$ cat src/rtl/alu_result_tx_if.sv
`default_nettype none
// ============================================================================
// alu_result_tx_if
// Result/handshake bundle between the ALU core and the serial result
// transmitter. Signal names are given from the transmitter's point of view.
// Revision: 1.0
// ============================================================================
interface alu_result_tx_if #(
  parameter int NB_DATA = 8
);
  logic [NB_DATA-1:0] i_res;
  logic               i_carry;
  logic               i_send;
  logic               o_tx;
  logic               o_busy;
  logic               o_done;

  // Driver of results and send requests (ALU side / testbench)
  modport master (
    output i_res, i_carry, i_send,
    input  o_tx, o_busy, o_done
  );

  // The transmitter itself
  modport slave (
    input  i_res, i_carry, i_send,
    output o_tx, o_busy, o_done
  );
endinterface
`default_nettype wire

$ cat src/rtl/alu_result_tx.sv
`default_nettype none
// ============================================================================
// alu_result_tx
// Latches an ALU result and carry on request and sends two 8N1 UART frames,
// LSB first: the result byte, then a flags byte {0.., zero, carry}.
// Revision: 1.0
// ============================================================================
module alu_result_tx #(
  parameter int NB_DATA      = 8,
  parameter int CLKS_PER_BIT = 5208
) (
  input  logic           i_clk,
  input  logic           i_reset,
  alu_result_tx_if.slave bus
);

  localparam int CNT_W = (CLKS_PER_BIT > 1) ? $clog2(CLKS_PER_BIT) : 1;
  localparam int IDX_W = (NB_DATA > 1) ? $clog2(NB_DATA) : 1;
  localparam logic [CNT_W-1:0] C_CNT_LAST = CNT_W'(CLKS_PER_BIT - 1);
  localparam logic [IDX_W-1:0] C_IDX_LAST = IDX_W'(NB_DATA - 1);

  typedef enum logic [1:0] {
    S_IDLE  = 2'd0,
    S_START = 2'd1,
    S_DATA  = 2'd2,
    S_STOP  = 2'd3
  } state_t;

  state_t               r_state,  w_state_nxt;
  logic [CNT_W-1:0]     r_cnt,    w_cnt_nxt;
  logic [IDX_W-1:0]     r_idx,    w_idx_nxt;
  logic                 r_sel,    w_sel_nxt;
  logic [NB_DATA-1:0]   r_byte0,  w_byte0_nxt;
  logic [NB_DATA-1:0]   r_byte1,  w_byte1_nxt;
  logic [NB_DATA-1:0]   w_flags;
  logic [NB_DATA-1:0]   w_cur_byte;
  logic                 w_tick;
  logic                 w_tx_nxt;
  logic                 r_tx;
  logic                 r_busy;
  logic                 r_done;

  assign w_tick     = (r_cnt == C_CNT_LAST);
  assign w_cur_byte = r_sel ? r_byte1 : r_byte0;

  // Next-state, counters, latched bytes and the line level for the next cycle
  always_comb begin
    w_state_nxt = r_state;
    w_cnt_nxt   = r_cnt;
    w_idx_nxt   = r_idx;
    w_sel_nxt   = r_sel;
    w_byte0_nxt = r_byte0;
    w_byte1_nxt = r_byte1;
    w_tx_nxt    = 1'b1;
    w_flags     = '0;
    w_flags[0]  = bus.i_carry;
    w_flags[1]  = (bus.i_res == '0);

    case (r_state)
      S_IDLE: begin
        if (bus.i_send) begin
          w_state_nxt = S_START;
          w_cnt_nxt   = '0;
          w_sel_nxt   = 1'b0;
          w_byte0_nxt = bus.i_res;
          w_byte1_nxt = w_flags;
        end
      end
      S_START: begin
        w_tx_nxt = 1'b0;
        if (w_tick) begin
          w_cnt_nxt   = '0;
          w_idx_nxt   = '0;
          w_state_nxt = S_DATA;
        end else begin
          w_cnt_nxt = r_cnt + CNT_W'(1);
        end
      end
      S_DATA: begin
        w_tx_nxt = w_cur_byte[r_idx];
        if (w_tick) begin
          w_cnt_nxt = '0;
          if (r_idx == C_IDX_LAST) begin
            w_state_nxt = S_STOP;
          end else begin
            w_idx_nxt = r_idx + IDX_W'(1);
          end
        end else begin
          w_cnt_nxt = r_cnt + CNT_W'(1);
        end
      end
      S_STOP: begin
        w_tx_nxt = 1'b1;
        if (w_tick) begin
          w_cnt_nxt = '0;
          if (!r_sel) begin
            // Flags frame follows immediately, no idle gap on the line
            w_sel_nxt   = 1'b1;
            w_state_nxt = S_START;
          end else begin
            w_state_nxt = S_IDLE;
          end
        end else begin
          w_cnt_nxt = r_cnt + CNT_W'(1);
        end
      end
      default: begin
        w_state_nxt = S_IDLE;
      end
    endcase
  end

  // State, counters and registered outputs; outputs trail the state by one cycle
  always_ff @(posedge i_clk) begin
    if (i_reset) begin
      r_state <= S_IDLE;
      r_cnt   <= '0;
      r_idx   <= '0;
      r_sel   <= 1'b0;
      r_byte0 <= '0;
      r_byte1 <= '0;
      r_tx    <= 1'b1;
      r_busy  <= 1'b0;
      r_done  <= 1'b0;
    end else begin
      r_state <= w_state_nxt;
      r_cnt   <= w_cnt_nxt;
      r_idx   <= w_idx_nxt;
      r_sel   <= w_sel_nxt;
      r_byte0 <= w_byte0_nxt;
      r_byte1 <= w_byte1_nxt;
      r_tx    <= w_tx_nxt;
      r_busy  <= (r_state != S_IDLE);
      // Busy falling while the FSM sits in IDLE marks the end of a transaction
      r_done  <= (r_state == S_IDLE) && r_busy;
    end
  end

  assign bus.o_tx   = r_tx;
  assign bus.o_busy = r_busy;
  assign bus.o_done = r_done;

endmodule
`default_nettype wire

$ cat src/flat_wrapper.sv
// flat-port wrapper written by rule: the top's interface ports become plain ports
module alu_result_tx_flat 
#(
  parameter int NB_DATA      = 8,
  parameter int CLKS_PER_BIT = 5208
)
  (i_clk, i_reset, bus_i_res, bus_i_carry, bus_i_send, bus_o_tx, bus_o_busy, bus_o_done);
  alu_result_tx_if #(.NB_DATA(NB_DATA)) bus_i ();
  input  logic i_clk;
  input  logic i_reset;
  input wire logic [$bits(bus_i.i_res)-1:0] bus_i_res;
  input wire logic [$bits(bus_i.i_carry)-1:0] bus_i_carry;
  input wire logic [$bits(bus_i.i_send)-1:0] bus_i_send;
  output wire logic [$bits(bus_i.o_tx)-1:0] bus_o_tx;
  output wire logic [$bits(bus_i.o_busy)-1:0] bus_o_busy;
  output wire logic [$bits(bus_i.o_done)-1:0] bus_o_done;
  assign bus_i.i_res = bus_i_res;
  assign bus_i.i_carry = bus_i_carry;
  assign bus_i.i_send = bus_i_send;
  assign bus_o_tx = bus_i.o_tx;
  assign bus_o_busy = bus_i.o_busy;
  assign bus_o_done = bus_i.o_done;
  alu_result_tx #(.NB_DATA(NB_DATA), .CLKS_PER_BIT(CLKS_PER_BIT)) u_core (.i_clk(i_clk), .i_reset(i_reset), .bus(bus_i));
endmodule
$ cat config.mk
export PLATFORM = sky130hd
export DESIGN_NAME = alu_result_tx_flat
export DESIGN_NICKNAME = d
export VERILOG_FILES = /design/src/rtl/alu_result_tx_if.sv /design/src/rtl/alu_result_tx.sv /design/src/flat_wrapper.sv
export SDC_FILE = /design/constraint.sdc
export NUM_CORES = 1
export LEC_CHECK = 0
export CAP_MARGIN = 20
export CORE_AREA = 5 5 61 63
export CTS_CLUSTER_SIZE = 10
export DETAILED_ROUTE_END_ITERATION = 6
export DIE_AREA = 0 0 66 68
export PLACE_DENSITY = 0.8
export SLEW_MARGIN = 20
export SYNTH_ARGS = -nofsm -noshare
export SYNTH_HDL_FRONTEND = slang
export SYNTH_SLANG_ARGS = --single-unit
$ cat constraint.sdc
create_clock -name i_clk -period 1.92 [get_ports i_clk]
set_clock_uncertainty 0.15 [all_clocks]
set_input_delay 0.384 -clock i_clk [delete_from_list [all_inputs] [get_ports i_clk]]
set_output_delay 0.384 -clock i_clk [all_outputs]
set_load 0.005 [all_outputs]
==> reports/results.tsv, run 1 <==
metric	value	unit
synth_edf_count	0	
min-delay-start	u_core.bus.o_busy	
worstHoldEndpoint	u_core.bus.o_done	
synthAdderAreaFrac	6.01	%
vias_per_cell	5.55	
finalSetupViolCount	0	
ioPinCount	15	
ant_nets	0	
vias	1583	
dominantRegCellSynth	dfxtp_1	
cp_data_required_time	2050	ps
ys_types	40	
cp-start-kind	flip-flop	
first_global_vias	1505	
end_kind	flip-flop	
power_density	964	mW/mm^2
cts_tree	yes	
cts.sinks	32	
synthArstFlopShare	0	%
path_clk_slew	100	ps
synth_top_family_by_area	simple AND/OR/NAND/NOR gates	
clockBufferDepth	2	
drv_slew	0	
dr.first_iter.drc_count	178	
syn_area	0.00167	sq mm
ys_seq_area_share	38.5	%
die_w	66	um
port_buffers	14	
die_y	68	um
grt_max_degree	18	
synth.area.mux_share	4.43	%
final_nets	258	
drt_pass1_iterations	4	
area_growth_syn_to_layout	27.4	%
synth_area_per_cell	8.29	sq um
leakage	0.000791	uW
wire_per_inst	13.2	um
ff2ff_path_depth	6	
whs_path_depth	2	
hold_buffers	0	
cts_made_buffers	5	
netlist_instances	201	
drive_gt1_share	18.0	%
hold_viol	0	
insertion_delay	340	ps
r2r_setup_slack	70	ps
max_freq	0.542	GHz
synth_warnings	0	
antenna_found_initial	0	
ir_drop	0.000587	V
initial_core_util	52.4	%
critPathKind	flip-flop to flip-flop	
synth-compound-area-share	17.1	%
rows	21	
grt_pass1_wl	6470	um
grt_use_total	18.9	%
hold_ws	296	ps
finalPower	2050	uW
hp-class	flip-flop to flip-flop	
relSlewSlack	74.3	%
r2r-start	u_core.r_cnt[1]	
dp.final_hpwl	2680	um
n_antenna_cell	0	
globalplace.congestion	0.868	
setup-tns-final	0	ps
htree_levels	2	
routed_wl	3770	um
post_cts_buffers	0	
core	0.00318	sq mm
synthSimpleGateAreaFrac	28.3	%
syn-num-nets	221	
r2r_end	u_core.r_idx[0]	
arrival	1970	ps
clockRootBuffer	clkbuf_4	
die-area	0.00449	sq mm
outcome	complete, no violations	
worst_slew_pin_slew	384	ps
post-route-min-period	1850	ps
gr-total-overflow	0	
ys_ff_latch	32	
synth_xor_area_share	1.58	%
drc_errors	0	
fin_crit_sh	96.2	%
path_max_fanout	7	
drv_cap	0	
[registers in the layout (all words and copies together) (netlist names)]
name,count
u_core.r_sel,1
u_core.r_cnt,13
u_core.r_idx,3
u_core.bus.o_busy,1
u_core.bus.o_done,1
u_core.r_byte0,8
u_core.bus.o_tx,1
u_core.r_state,2
u_core.r_byte1,2
[cells in the mapped netlist, drive strengths merged, types with 2 or more instances]
library cell,number,area share [%]
nor4b,2,1.8
o21ai,12,3.6
inv,7,1.6
or3b,2,1.1
o211ai,2,0.90
mux2i,4,2.4
ha,8,6.0
a41oi,3,1.6
dfxtp,32,38
nor4,2,0.75
nor3,2,0.60
nand4,5,1.9
nand3b,3,1.4
xor2,2,1.1
and2,2,0.75
a31oi,6,2.3
nand2b,4,1.5
and4,3,1.6
clkbuf,6,1.4
or3,2,0.75
nand3,8,2.4
nor2,9,2.0
nand4b,2,1.1
nor2b,2,0.75
and3,3,1.1
a21oi,19,5.7
buf,4,1.2
nand2,33,7.4
[how the worst max path moves through the flow]
stage	from	slack, ps	end	cells past startpoint
final	u_core.r_cnt[1]	70	u_core.r_idx[0]	6
after global routing	u_core.r_cnt[3]	-2	u_core.r_idx[0]	5
after CTS	u_core.r_state[1]	40	u_core.r_state[0]	5
after detailed placement	bus_i_send	-2	u_core.r_state[0]	5
after global placement	u_core.r_cnt[0]	60	u_core.r_cnt[0]	6
after floorplan	u_core.r_state[1]	140	u_core.r_cnt[6]	7
[metrics by stage]
step,area (sq um),cells,util (%),worst slack [ps]
6_report,2120,285,66.7,73.6
5_1_grt,2120,285,66.7,-1.79
4_1_cts,2100,285,66.0,37.8
3_5_place_dp,2020,277,63.4,-1.98
3_3_place_gp,2020,277,63.4,56.0
2_1_floorplan,1670,201,-,143
[cells in the final DEF, fill, tap and decap left out, types with 3 or more instances in the layout]
cell / instances
nand2_1: 33
dfxtp_1: 30
buf_4: 26
a21oi_1: 19
clkdlybuf4s50_1: 14
o21ai_0: 11
nor2_1: 9
ha_1: 8
inv_1: 7
nand3_1: 7
a31oi_1: 6
nand4_1: 5
clkbuf_4: 5
nand2b_1: 4
mux2i_1: 4
and4_1: 3
and3_1: 3
a41oi_1: 3
nand3b_1: 3
[layout make-up]
class	count	area (sq um)
multi-input combinational	152	983
fill	264	1060
tap	46	57.6
clock buffer	6	41.3
inverter	7	26.3
timing repair buffer	40	335
clock inverter	2	35.0
sequential	32	643
[critical path, stage by stage (launching register included)]
cell and delay (ps):
dfxtp_1 350, ha_1 170, and4_1 270, nand3_4 120
buf_4 170, or4_1 410, a21oi_1 150
[cell families after synthesis]
logic type	Yosys count
flops	32
buf+inv	17
compound gates	48
simple gates	87
xor+xnor	3
mux	6
fa+ha+maj	8
[report_power, final]
group	switching (uW)	total [uW]	internal (uW)
Sequential	49.8	803	753
Combinational	392	733	341
Clock	236	509	273
[layer usage]
layer	vias up	GRT usage, %	part of all wire, %
met5	-	0	0
met4	0	7.61	1.4
met3	6	5.91	3.7
met2	32	32.5	51
met1	743	22.0	44
li1	802	-	-
[timing repair]
| action | 4_1_cts | 5_1_grt |
|---|---|---|
| endpoints found under the setup margin | 2 | 6 |
| cloned | 0 | 0 |
| pin swaps | 0 | 2 |
| endpoints found under the hold margin | 0 | 0 |
| resized for setup | 2 | 6 |
Power figures use the tool's default switching activity.
==> inputs of run 2 (changes only) <==
--- a/config.mk
+++ b/config.mk
@@ -6,11 +6,12 @@
 export NUM_CORES = 1
 export LEC_CHECK = 0
 export CAP_MARGIN = 20
-export CORE_AREA = 5 5 61 63
+export CORE_AREA = 5 5 70 72
 export CTS_CLUSTER_SIZE = 10
 export DETAILED_ROUTE_END_ITERATION = 6
-export DIE_AREA = 0 0 66 68
-export PLACE_DENSITY = 0.8
+export DIE_AREA = 0 0 75 77
+export PLACE_DENSITY = 0.58
+export RECOVER_POWER = 100
 export SLEW_MARGIN = 20
 export SYNTH_ARGS = -nofsm -noshare
 export SYNTH_HDL_FRONTEND = slang
==> run 2 against run 1 <==
Net effect: combinational power barely moved; largest power group unchanged; largest cell class unchanged; sequential share of layout area rose by 0.68 points; cell count fell by 0.35%; sequential power rose by 0.6%.
==> reports/results.tsv, run 2 (synthesis gave the netlist of run 1 again) <==
metric	value	unit
grt_pass1_wl	6790	um
path_max_fanout	5	
cts_made_buffers	5	
vias_per_cell	5.50	
leakage	0.000744	uW
dp.final_hpwl	3010	um
end_kind	flip-flop	
area_growth_syn_to_layout	25.1	%
drv_cap	0	
hp-class	flip-flop to flip-flop	
htree_levels	2	
grt.busiest_layer	met2	
finalSetupViolCount	0	
clockBufferDepth	2	
globalplace.congestion	0.854	
outcome	complete, no violations	
drc_errors	0	
drt_pass1_iterations	4	
ioPinCount	15	
placed_cell_area	0.00197	sq mm
cp-start-kind	flip-flop	
drv_slew	0	
final_cell_mix	nand2_1 (33), dfxtp_1 (30), a21oi_1 (19)	
power_density	971	mW/mm^2
core	0.00423	sq mm
ir_drop	0.000661	V
die-area	0.00578	sq mm
final-seq-area	646	sq um
max_freq	0.540	GHz
rows	24	
routed_wl	4090	um
wire_per_inst	14.4	um
n_antenna_cell	0	
port_buffers	14	
cts_tree	yes	
cp_data_required_time	1970	ps
r2r_setup_slack	70	ps
first_global_vias	1511	
vias	1562	
grt_max_degree	17	
post_cts_buffers	0	
final_common_cell	nand2_1	
fin_ws	69.0	ps
ant_nets	0	
fillers	403	
cts.sinks	32	
dr.first_iter.drc_count	65	
met2_usage	25.2	%
path_clk_slew	60	ps
drive_gt1_share	15.1	%
initial_core_util	39.3	%
fin_crit_sh	96.4	%
place_ws	-71.8	ps
regMostFlops	u_core.r_cnt	
grt_setup_unrepaired	true	
fin_util	49.2	%
die_y	77	um
worst_slew_pin_slew	520	ps
met3_usage	4.31	%
largest_reg_flops	13	
grt_use_met1	17.2	%
multi_input_area	997	sq um
die_w	75	um
insertion_delay	280	ps
reg_top3	u_core.r_cnt x13, u_core.r_byte0 x8, u_core.r_idx x3	
hold_buffers	0	
final_nets	252	
clockRootBuffer	clkbuf_8	
antenna_found_initial	0	
gr-total-overflow	0	
critPathKind	flip-flop to flip-flop	
final_cell_area	0.00208	sq mm
grt_use_total	15.1	%
hold_viol	0	
arrival	1900	ps
relSlewSlack	65.4	%
post-route-min-period	1850	ps
[run 2: cell types whose count changed in the layout (fill, tap and decap cells not counted), moves of 3 or more]
| cell | before | now |
|---|---|---|
| buf_4 | 26 | 15 |
| clkbuf_1 | 1 | 4 |
| dlygate4sd3_1 | 0 | 3 |
| clkbuf_8 | 0 | 5 |
| clkbuf_4 | 5 | 1 |
| clkdlybuf4s50_1 | 14 | 11 |
[run 2: critical path, cell delays in order, from the launching register on]
cell and delay [ps]:
dfxtp_4 370, inv_1 70, ha_1 220, or3_4 380, a2111oi_2 380, a2bb2oi_1 210
[run 2: where the power goes]
| group | internal [uW] | switching (uW) |
|---|---|---|
| logic | 327 | 406 |
| clock network | 246 | 235 |
| registers | 758 | 50.0 |
| total | 1330 | 691 |
[run 2: final timing paths]
path / startpoint / cells past startpoint / to
setup / recovery: u_core.r_state[1] / 5 / u_core.r_state[0]
hold / removal: u_core.bus.o_busy / 2 / u_core.bus.o_done
setup reg to reg: u_core.r_state[1] / 5 / u_core.r_state[0]
hold reg to reg: u_core.bus.o_busy / 2 / u_core.bus.o_done
[run 2: final cells by class]
| type | instances | area share (%) |
|---|---|---|
| clock buffer | 6 | 3.48 |
| clock inverter | 1 | 0.240 |
| inverter | 7 | 1.26 |
| multi-input combinational | 153 | 47.9 |
| sequential | 32 | 31.0 |
| tap | 52 | 3.12 |
| timing repair buffer | 33 | 13.0 |
[run 2: metal layers]
metal  vias up  share of wire, %
li1        790                 -
met2        20                53
met1       740                42
met4         0               2.5
met5         -                 0
met3        12               2.6
[run 2: through the flow]
step	setup TNS, ps	hold WS (ps)	instances	total power, uW
after global placement	-13.5	266	276	1490
final	0	273	284	2020
after CTS	0	279	283	2010
after global routing	-11.5	287	284	2170
after floorplan	0	276	201	1260
after detailed placement	-71.8	270	276	1520
[run 2: timing repair]
action	in CTS	in global routing
resized for setup	3	9
cloned	0	1
endpoints found under the setup margin	1	5
pin swaps	0	3
